`src/rtl/piso_tx.sv`:
```
// piso_tx: parallel-in/serial-out transmitter. Words arrive over valid/ready and leave on a registered tx line.
// Optional macro PARITY_EN adds an even-parity bit after the data bits.
module piso_tx #(
    parameter int DATA_W = 8,
    parameter int DIV    = 4
) (
    input  logic              clk,
    input  logic              rst,
    input  logic              in_valid,
    output logic              in_ready,
    input  logic [DATA_W-1:0] in_data,
    input  logic              in_l2b,
    output logic              tx,
    output logic              tx_active,
    output logic              done
);
    localparam int DIV_CW = (DIV > 1) ? $clog2(DIV) : 1;
    localparam int BIT_CW = $clog2(DATA_W);
    localparam logic [DIV_CW-1:0] DIV_LAST = DIV_CW'(DIV - 1);
    localparam logic [DIV_CW-1:0] DIV_ZERO = {DIV_CW{1'b0}};
    localparam logic [BIT_CW-1:0] BIT_LAST = BIT_CW'(DATA_W - 1);
    localparam logic [BIT_CW-1:0] BIT_ZERO = {BIT_CW{1'b0}};

    typedef enum logic [1:0] {
        S_IDLE   = 2'd0,
        S_SHIFT  = 2'd1,
        S_GAP    = 2'd2
`ifdef PARITY_EN
        , S_PARITY = 2'd3
`endif
    } state_e;

    state_e            state_q, state_d;
    logic [DIV_CW-1:0] div_q, div_d;
    logic [BIT_CW-1:0] bit_q, bit_d;
    logic [DATA_W-1:0] sr_q, sr_d;
    logic              order_q, order_d;
    logic              tx_q, tx_d;
    logic              tx_active_q, tx_active_d;
    logic              done_q, done_d;
    logic              in_ready_q, in_ready_d;
`ifdef PARITY_EN
    logic              par_q, par_d;
`endif

    logic accept_s;
    logic div_last_s;
    logic bit_last_s;

    function automatic logic head_bit(input logic [DATA_W-1:0] d, input logic msb_first);
        return msb_first ? d[DATA_W-1] : d[0];
    endfunction

    // The shift register always presents the next bit at the end it was loaded towards.
    function automatic logic [DATA_W-1:0] shift_out(input logic [DATA_W-1:0] d, input logic msb_first);
        return msb_first ? {d[DATA_W-2:0], 1'b0} : {1'b0, d[DATA_W-1:1]};
    endfunction

`ifdef PARITY_EN
    function automatic logic even_parity(input logic [DATA_W-1:0] d);
        return ^d;
    endfunction
`endif

    assign accept_s   = in_valid & in_ready_q;
    assign div_last_s = (div_q == DIV_LAST);
    assign bit_last_s = (bit_q == BIT_LAST);

    assign in_ready  = in_ready_q;
    assign tx        = tx_q;
    assign tx_active = tx_active_q;
    assign done      = done_q;

    // FSM state register.
    always_ff @(posedge clk or posedge rst) begin
        if (rst) begin
            state_q <= S_IDLE;
        end else begin
            state_q <= state_d;
        end
    end

    // FSM next-state logic.
    always_comb begin
        state_d = state_q;
        case (state_q)
            S_IDLE: begin
                if (accept_s) state_d = S_SHIFT;
                else          state_d = S_IDLE;
            end
            S_SHIFT: begin
                if (div_last_s && bit_last_s) begin
`ifdef PARITY_EN
                    state_d = S_PARITY;
`else
                    state_d = S_GAP;
`endif
                end else begin
                    state_d = S_SHIFT;
                end
            end
`ifdef PARITY_EN
            S_PARITY: begin
                if (div_last_s) state_d = S_GAP;
                else            state_d = S_PARITY;
            end
`endif
            S_GAP: begin
                if (div_last_s) state_d = S_IDLE;
                else            state_d = S_GAP;
            end
            default: state_d = S_IDLE;
        endcase
    end

    // FSM outputs, registered one cycle ahead from the next state.
    always_comb begin
        tx_active_d = 1'b0;
        done_d      = 1'b0;
        in_ready_d  = 1'b0;
`ifdef PARITY_EN
        tx_active_d = (state_d == S_SHIFT) || (state_d == S_PARITY);
`else
        tx_active_d = (state_d == S_SHIFT);
`endif
        done_d      = (state_d == S_GAP) && (state_q != S_GAP);
        in_ready_d  = (state_d == S_IDLE);
    end

    // Datapath: divider, bit counter, shift register and the next tx value.
    always_comb begin
        div_d   = div_q;
        bit_d   = bit_q;
        sr_d    = sr_q;
        order_d = order_q;
        tx_d    = 1'b0;
`ifdef PARITY_EN
        par_d   = par_q;
`endif
        case (state_q)
            S_IDLE: begin
                div_d = DIV_ZERO;
                bit_d = BIT_ZERO;
                if (accept_s) begin
                    sr_d    = shift_out(in_data, in_l2b);
                    order_d = in_l2b;
                    tx_d    = head_bit(in_data, in_l2b);
`ifdef PARITY_EN
                    par_d   = even_parity(in_data);
`endif
                end else begin
                    tx_d = 1'b0;
                end
            end
            S_SHIFT: begin
                if (div_last_s) begin
                    div_d = DIV_ZERO;
                    if (bit_last_s) begin
                        bit_d = BIT_ZERO;
`ifdef PARITY_EN
                        tx_d  = par_q;
`else
                        tx_d  = 1'b0;
`endif
                    end else begin
                        bit_d = bit_q + BIT_CW'(1'b1);
                        tx_d  = head_bit(sr_q, order_q);
                        sr_d  = shift_out(sr_q, order_q);
                    end
                end else begin
                    div_d = div_q + DIV_CW'(1'b1);
                    tx_d  = tx_q;
                end
            end
`ifdef PARITY_EN
            S_PARITY: begin
                if (div_last_s) begin
                    div_d = DIV_ZERO;
                    tx_d  = 1'b0;
                end else begin
                    div_d = div_q + DIV_CW'(1'b1);
                    tx_d  = tx_q;
                end
            end
`endif
            S_GAP: begin
                tx_d = 1'b0;
                if (div_last_s) div_d = DIV_ZERO;
                else            div_d = div_q + DIV_CW'(1'b1);
            end
            default: begin
                div_d = DIV_ZERO;
                bit_d = BIT_ZERO;
                tx_d  = 1'b0;
            end
        endcase
    end

    // Datapath and output registers; tx leaves the block straight from tx_q.
    always_ff @(posedge clk or posedge rst) begin
        if (rst) begin
            div_q       <= DIV_ZERO;
            bit_q       <= BIT_ZERO;
            sr_q        <= {DATA_W{1'b0}};
            order_q     <= 1'b0;
            tx_q        <= 1'b0;
            tx_active_q <= 1'b0;
            done_q      <= 1'b0;
            in_ready_q  <= 1'b1;
`ifdef PARITY_EN
            par_q       <= 1'b0;
`endif
        end else begin
            div_q       <= div_d;
            bit_q       <= bit_d;
            sr_q        <= sr_d;
            order_q     <= order_d;
            tx_q        <= tx_d;
            tx_active_q <= tx_active_d;
            done_q      <= done_d;
            in_ready_q  <= in_ready_d;
`ifdef PARITY_EN
            par_q       <= par_d;
`endif
        end
    end

endmodule

```
`config.mk`:
```
export PLATFORM = sky130hd
export DESIGN_NAME = piso_tx
export DESIGN_NICKNAME = d
export VERILOG_FILES = /design/src/rtl/piso_tx.sv
export SDC_FILE = /design/constraint.sdc
export NUM_CORES = 1
export LEC_CHECK = 0
export ABC_AREA = 1
export BUFFER_PORTS_ARGS = -buffer_cell sky130_fd_sc_hd__buf_2
export CORE_UTILIZATION = 35
export DETAILED_ROUTE_END_ITERATION = 10
export GPL_TIMING_DRIVEN = 0
export PLACE_DENSITY_LB_ADDON = 0.3
export SLEW_MARGIN = 0
export SYNTH_ARGS = -nofsm -noshare
export SYNTH_HDL_FRONTEND = slang
export SYNTH_SLANG_ARGS = --single-unit
```
`constraint.sdc`:
```
create_clock -name clk -period 2.3 [get_ports clk]
set_clock_uncertainty 0.15 [all_clocks]
set_input_delay 0.115 -clock clk [delete_from_list [all_inputs] [get_ports clk]]
set_output_delay 0.115 -clock clk [all_outputs]
set_load 0.01 [all_outputs]
```
==> summary.txt <==
Status
  – Outcome: finished clean

Critical path
  – Critical path peak fanout: 8
  – Data arrival time of the critical path: around 1.7 ns
  – Crit. End Element: flop
  – Crit path launch type: flop
  – Crit Path Category: flop to flop
  – Worst path required time: between 2 and 2.5 ns

Logic synthesis
  – FF+latch count, synth: 20
  – Yosys top cell area share: a little under two fifths
  – Synth Area in Compound Gates: roughly 2%
  – Synth area leaders: dfrtp_1 (37%), nand2_1 (31%), ha_1 (6.9%)
  – Post-Synth Adder-Cell Area: around 7%
  – Synthesized-area fraction occupied by and/or/nand/nor cells: roughly 44%
  – Mean post-synth cell area: about 6.9 um2
  – Cell Area, Synth: 1280 um2
  – Largest family of logic cells by synthesized area: simple AND/OR/NAND/NOR gates
  – Mapped Nets: between 200 and 250
  – Post-Synth XOR/XNOR Area: 0%
  – Mapped Cells: 184
  – Synth area leader: dfrtp_1
  – Mux share of post-synthesis cell area: 0%
  – Synth Warn #: 0
  – Yosys cell types: 18
  – Register area share after synthesis: 39.3%

STA
  – FMAX: roughly 610 MHz
  – Final slew viol count: 0
  – Final period util: 70.8%
  – Endpoints failing setup: 0
  – Final hold violation count: 0
  – Unrepaired setup endpoints after global routing: false
  – Setup TNS Final: 0 ns
  – Min Clock Period, post-route: between 1.5 and 2 ns
  – Worst slew pin tran: about 0.74 ns
  – WHS: 0.0140 ns
  – Slew headroom: about 50%

Power and ir drop
  – Peak supply drop: between 0.5 and 0.6 mV
  – Clk pwr share: a little over an eighth
  – Seq pwr share: 35.7%
  – Combinational Power Share: between 50% and 60%
  – Cell Int Power: roughly 0.86 mW
  – Pwr/cell area: about 1000 nW/um2
  – Switching Fraction: between 40% and 50%
  – P_leak: approximately 0.85 nW
  – Psw: roughly 0.66 mW

Drt
  – DR DRC count: 0
  – Routed WL: ~2500 um
  – Vias per Instance: roughly 4.4
  – DR pass1 iterations: 4
  – Iteration-0 DRC Markers: 60
  – Vias post-DR: roughly 1100
  – Routed Antenna Nets: 0
  – WL/cell: slightly above 10 um

Place
  – PortBufs: 14
  – Final HPWL DP: about 1900 um
  – GPL Wtd Cong: a little under 0.8

Final layout
  – Fillers: between 300 and 400
  – Share of cells above drive strength 1: between 10% and 20%
  – Area Overhead vs Synth: 13.6%
  – Sequential cell area: 502 um2
  – Nets: around 220
  – Ant diodes: 0
  – Multi-input gate area: just under 700 um2

Floorplanning
  – Die X: about 62 um
  – Die area: 3890 um2
  – IO Pins: 16
  – Area of the core: 3420 um2
  – Num rows: 21
  – Starting Density: between 30% and 40%
  – Chip height: slightly above 60 um

Clock tree
  – Clk_lat worst skew: about 0.30 ns
  – Postcts setup bufs: 0
  – Root Driver: clkbuf_4
  – Clock slew at reported path FFs: 0.11 ns
  – CTS buffer count: 3
  – Clock Sinks: 20
  – CTS H-tree depth: 1
  – TritonCTS clock tree: done
  – CTS max path bufs: 2

Global route
  – Global route overflow: 0
  – Largest net degree at the start of global routing: 21
  – Vias in the first global route: 1059
  – Gr usage total: around 15%
  – Initial antenna violation count: 0
  – First-pass GRT wire length: around 4600 um

Hold path
  – Worst min path class: primary input to flop

Flow run
  – MaxCap Viol Count: 0
-- cells in the mapped netlist (all sizes together) --
| master | count |
|---|---|
| nand3 | 12 |
| nor2 | 8 |
| ha | 7 |
| dfstp | 1 |
| dfrtp | 19 |
| buf | 5 |
| nand2 | 109 |
| o21ai | 5 |
| inv | 17 |
| nor3b | 1 |
-- through the flow --
| step | total power [mW] | utilization, % | std cells | area (um2) | setup slack [ns] |
|---|---|---|---|---|---|
| CTS | 1.54 | 42.5 | 249 | 1450 | 0.666 |
| detailed placement | 1.33 | 41.1 | 244 | 1400 | 0.685 |
| finish | 1.52 | 42.5 | 249 | 1450 | 0.672 |
| global placement | 1.32 | 41.1 | 244 | 1400 | 0.702 |
| global route | 1.68 | 42.5 | 249 | 1450 | 0.519 |
| floorplan | 1.16 | - | 184 | 1280 | 0.862 |
-- per-layer routing --
| layer | global-route usage, % | share of wire (%) | up-vias |
|---|---|---|---|
| met2 | 24.3 | 46 | 18 |
| met3 | 1.09 | 2.9 | 5 |
| met4 | 6.98 | 2.0 | 0 |
| met5 | 0 | 0 | - |
| li1 | - | - | 595 |
| met1 | 20.2 | 50 | 476 |
-- flip-flops by register name, summed over array words and instances, names as in the netlist --
name,count
bit_q,3
sr_q,8
tx,1
done,1
tx_active,1
in_ready,1
state_q,2
order_q,1
div_q,2
-- repair_timing --
item | 4_1_cts | 5_1_grt
hold endpoints to repair | 19 | 0
gates resized for setup | 0 | 0
hold buffers | 1 | 0
-- placed cells by master, fill, tap and decap left out, drive strengths merged --
cell	synthesis	routed
nand3	12	12
clkbuf	0	4
inv	17	17
dfstp	1	1
dfrtp	19	19
o21ai	5	5
ha	7	7
nor3b	1	1
dlygate4sd3	0	1
nand2	109	109
nor2	8	8
buf	5	19
-- cell families (layout without fill, tap and decap cells) --
logic type	Yosys count	in the layout
flops	20	20
simple gates	130	130
compound gates	5	5
fa+ha+maj	7	7
buf+inv	22	41
-- worst max-delay path: stages, from the launching register on --
cell     delay, ns
dfrtp_1       0.40
ha_1          0.21
ha_1          0.25
inv_1         0.07
nand2_1       0.04
nand2_1       0.07
nand3_2       0.18
nand2_1       0.11
nand2_1       0.06
-- worst paths after layout --
kind                                         to  slack (ns)                  from  cells after the start
setup reg to reg            sr_q[6]$_DFFE_PP0P_        0.67  bit_q[0]$_DFFE_PP0P_                      8
hold reg to reg              div_q[0]$_DFF_PP0_        0.31    div_q[0]$_DFF_PP0_                      1
hold / removal              sr_q[0]$_DFFE_PP0P_        0.01            in_data[1]                      5
setup / recovery            sr_q[6]$_DFFE_PP0P_        0.67  bit_q[0]$_DFFE_PP0P_                      8
max in group asynchronous  bit_q[2]$_DFFE_PP0P_        1.21                   rst                      3
min in group asynchronous   sr_q[1]$_DFFE_PP0P_        0.32                   rst                      3
-- area by class of cell --
cell class,count,area share (%)
Buffer,5,2.59
Clock buffer,4,2.50
Inverter,17,4.40
Multi-Input combinational cell,142,46.4
Sequential cell,20,34.6
Tap cell,46,3.97
Timing Repair Buffer,15,5.52
-- power by group through the flow --
stage	clock [mW]	combinational (mW)	sequential, mW
floorplan	0	0.616	0.544
global placement	0	0.772	0.547
detailed placement	0	0.780	0.549
CTS	0.214	0.781	0.541
global route	0.226	0.895	0.557
finish	0.204	0.771	0.542
Note: power is estimated with default switching activity, not from simulation.
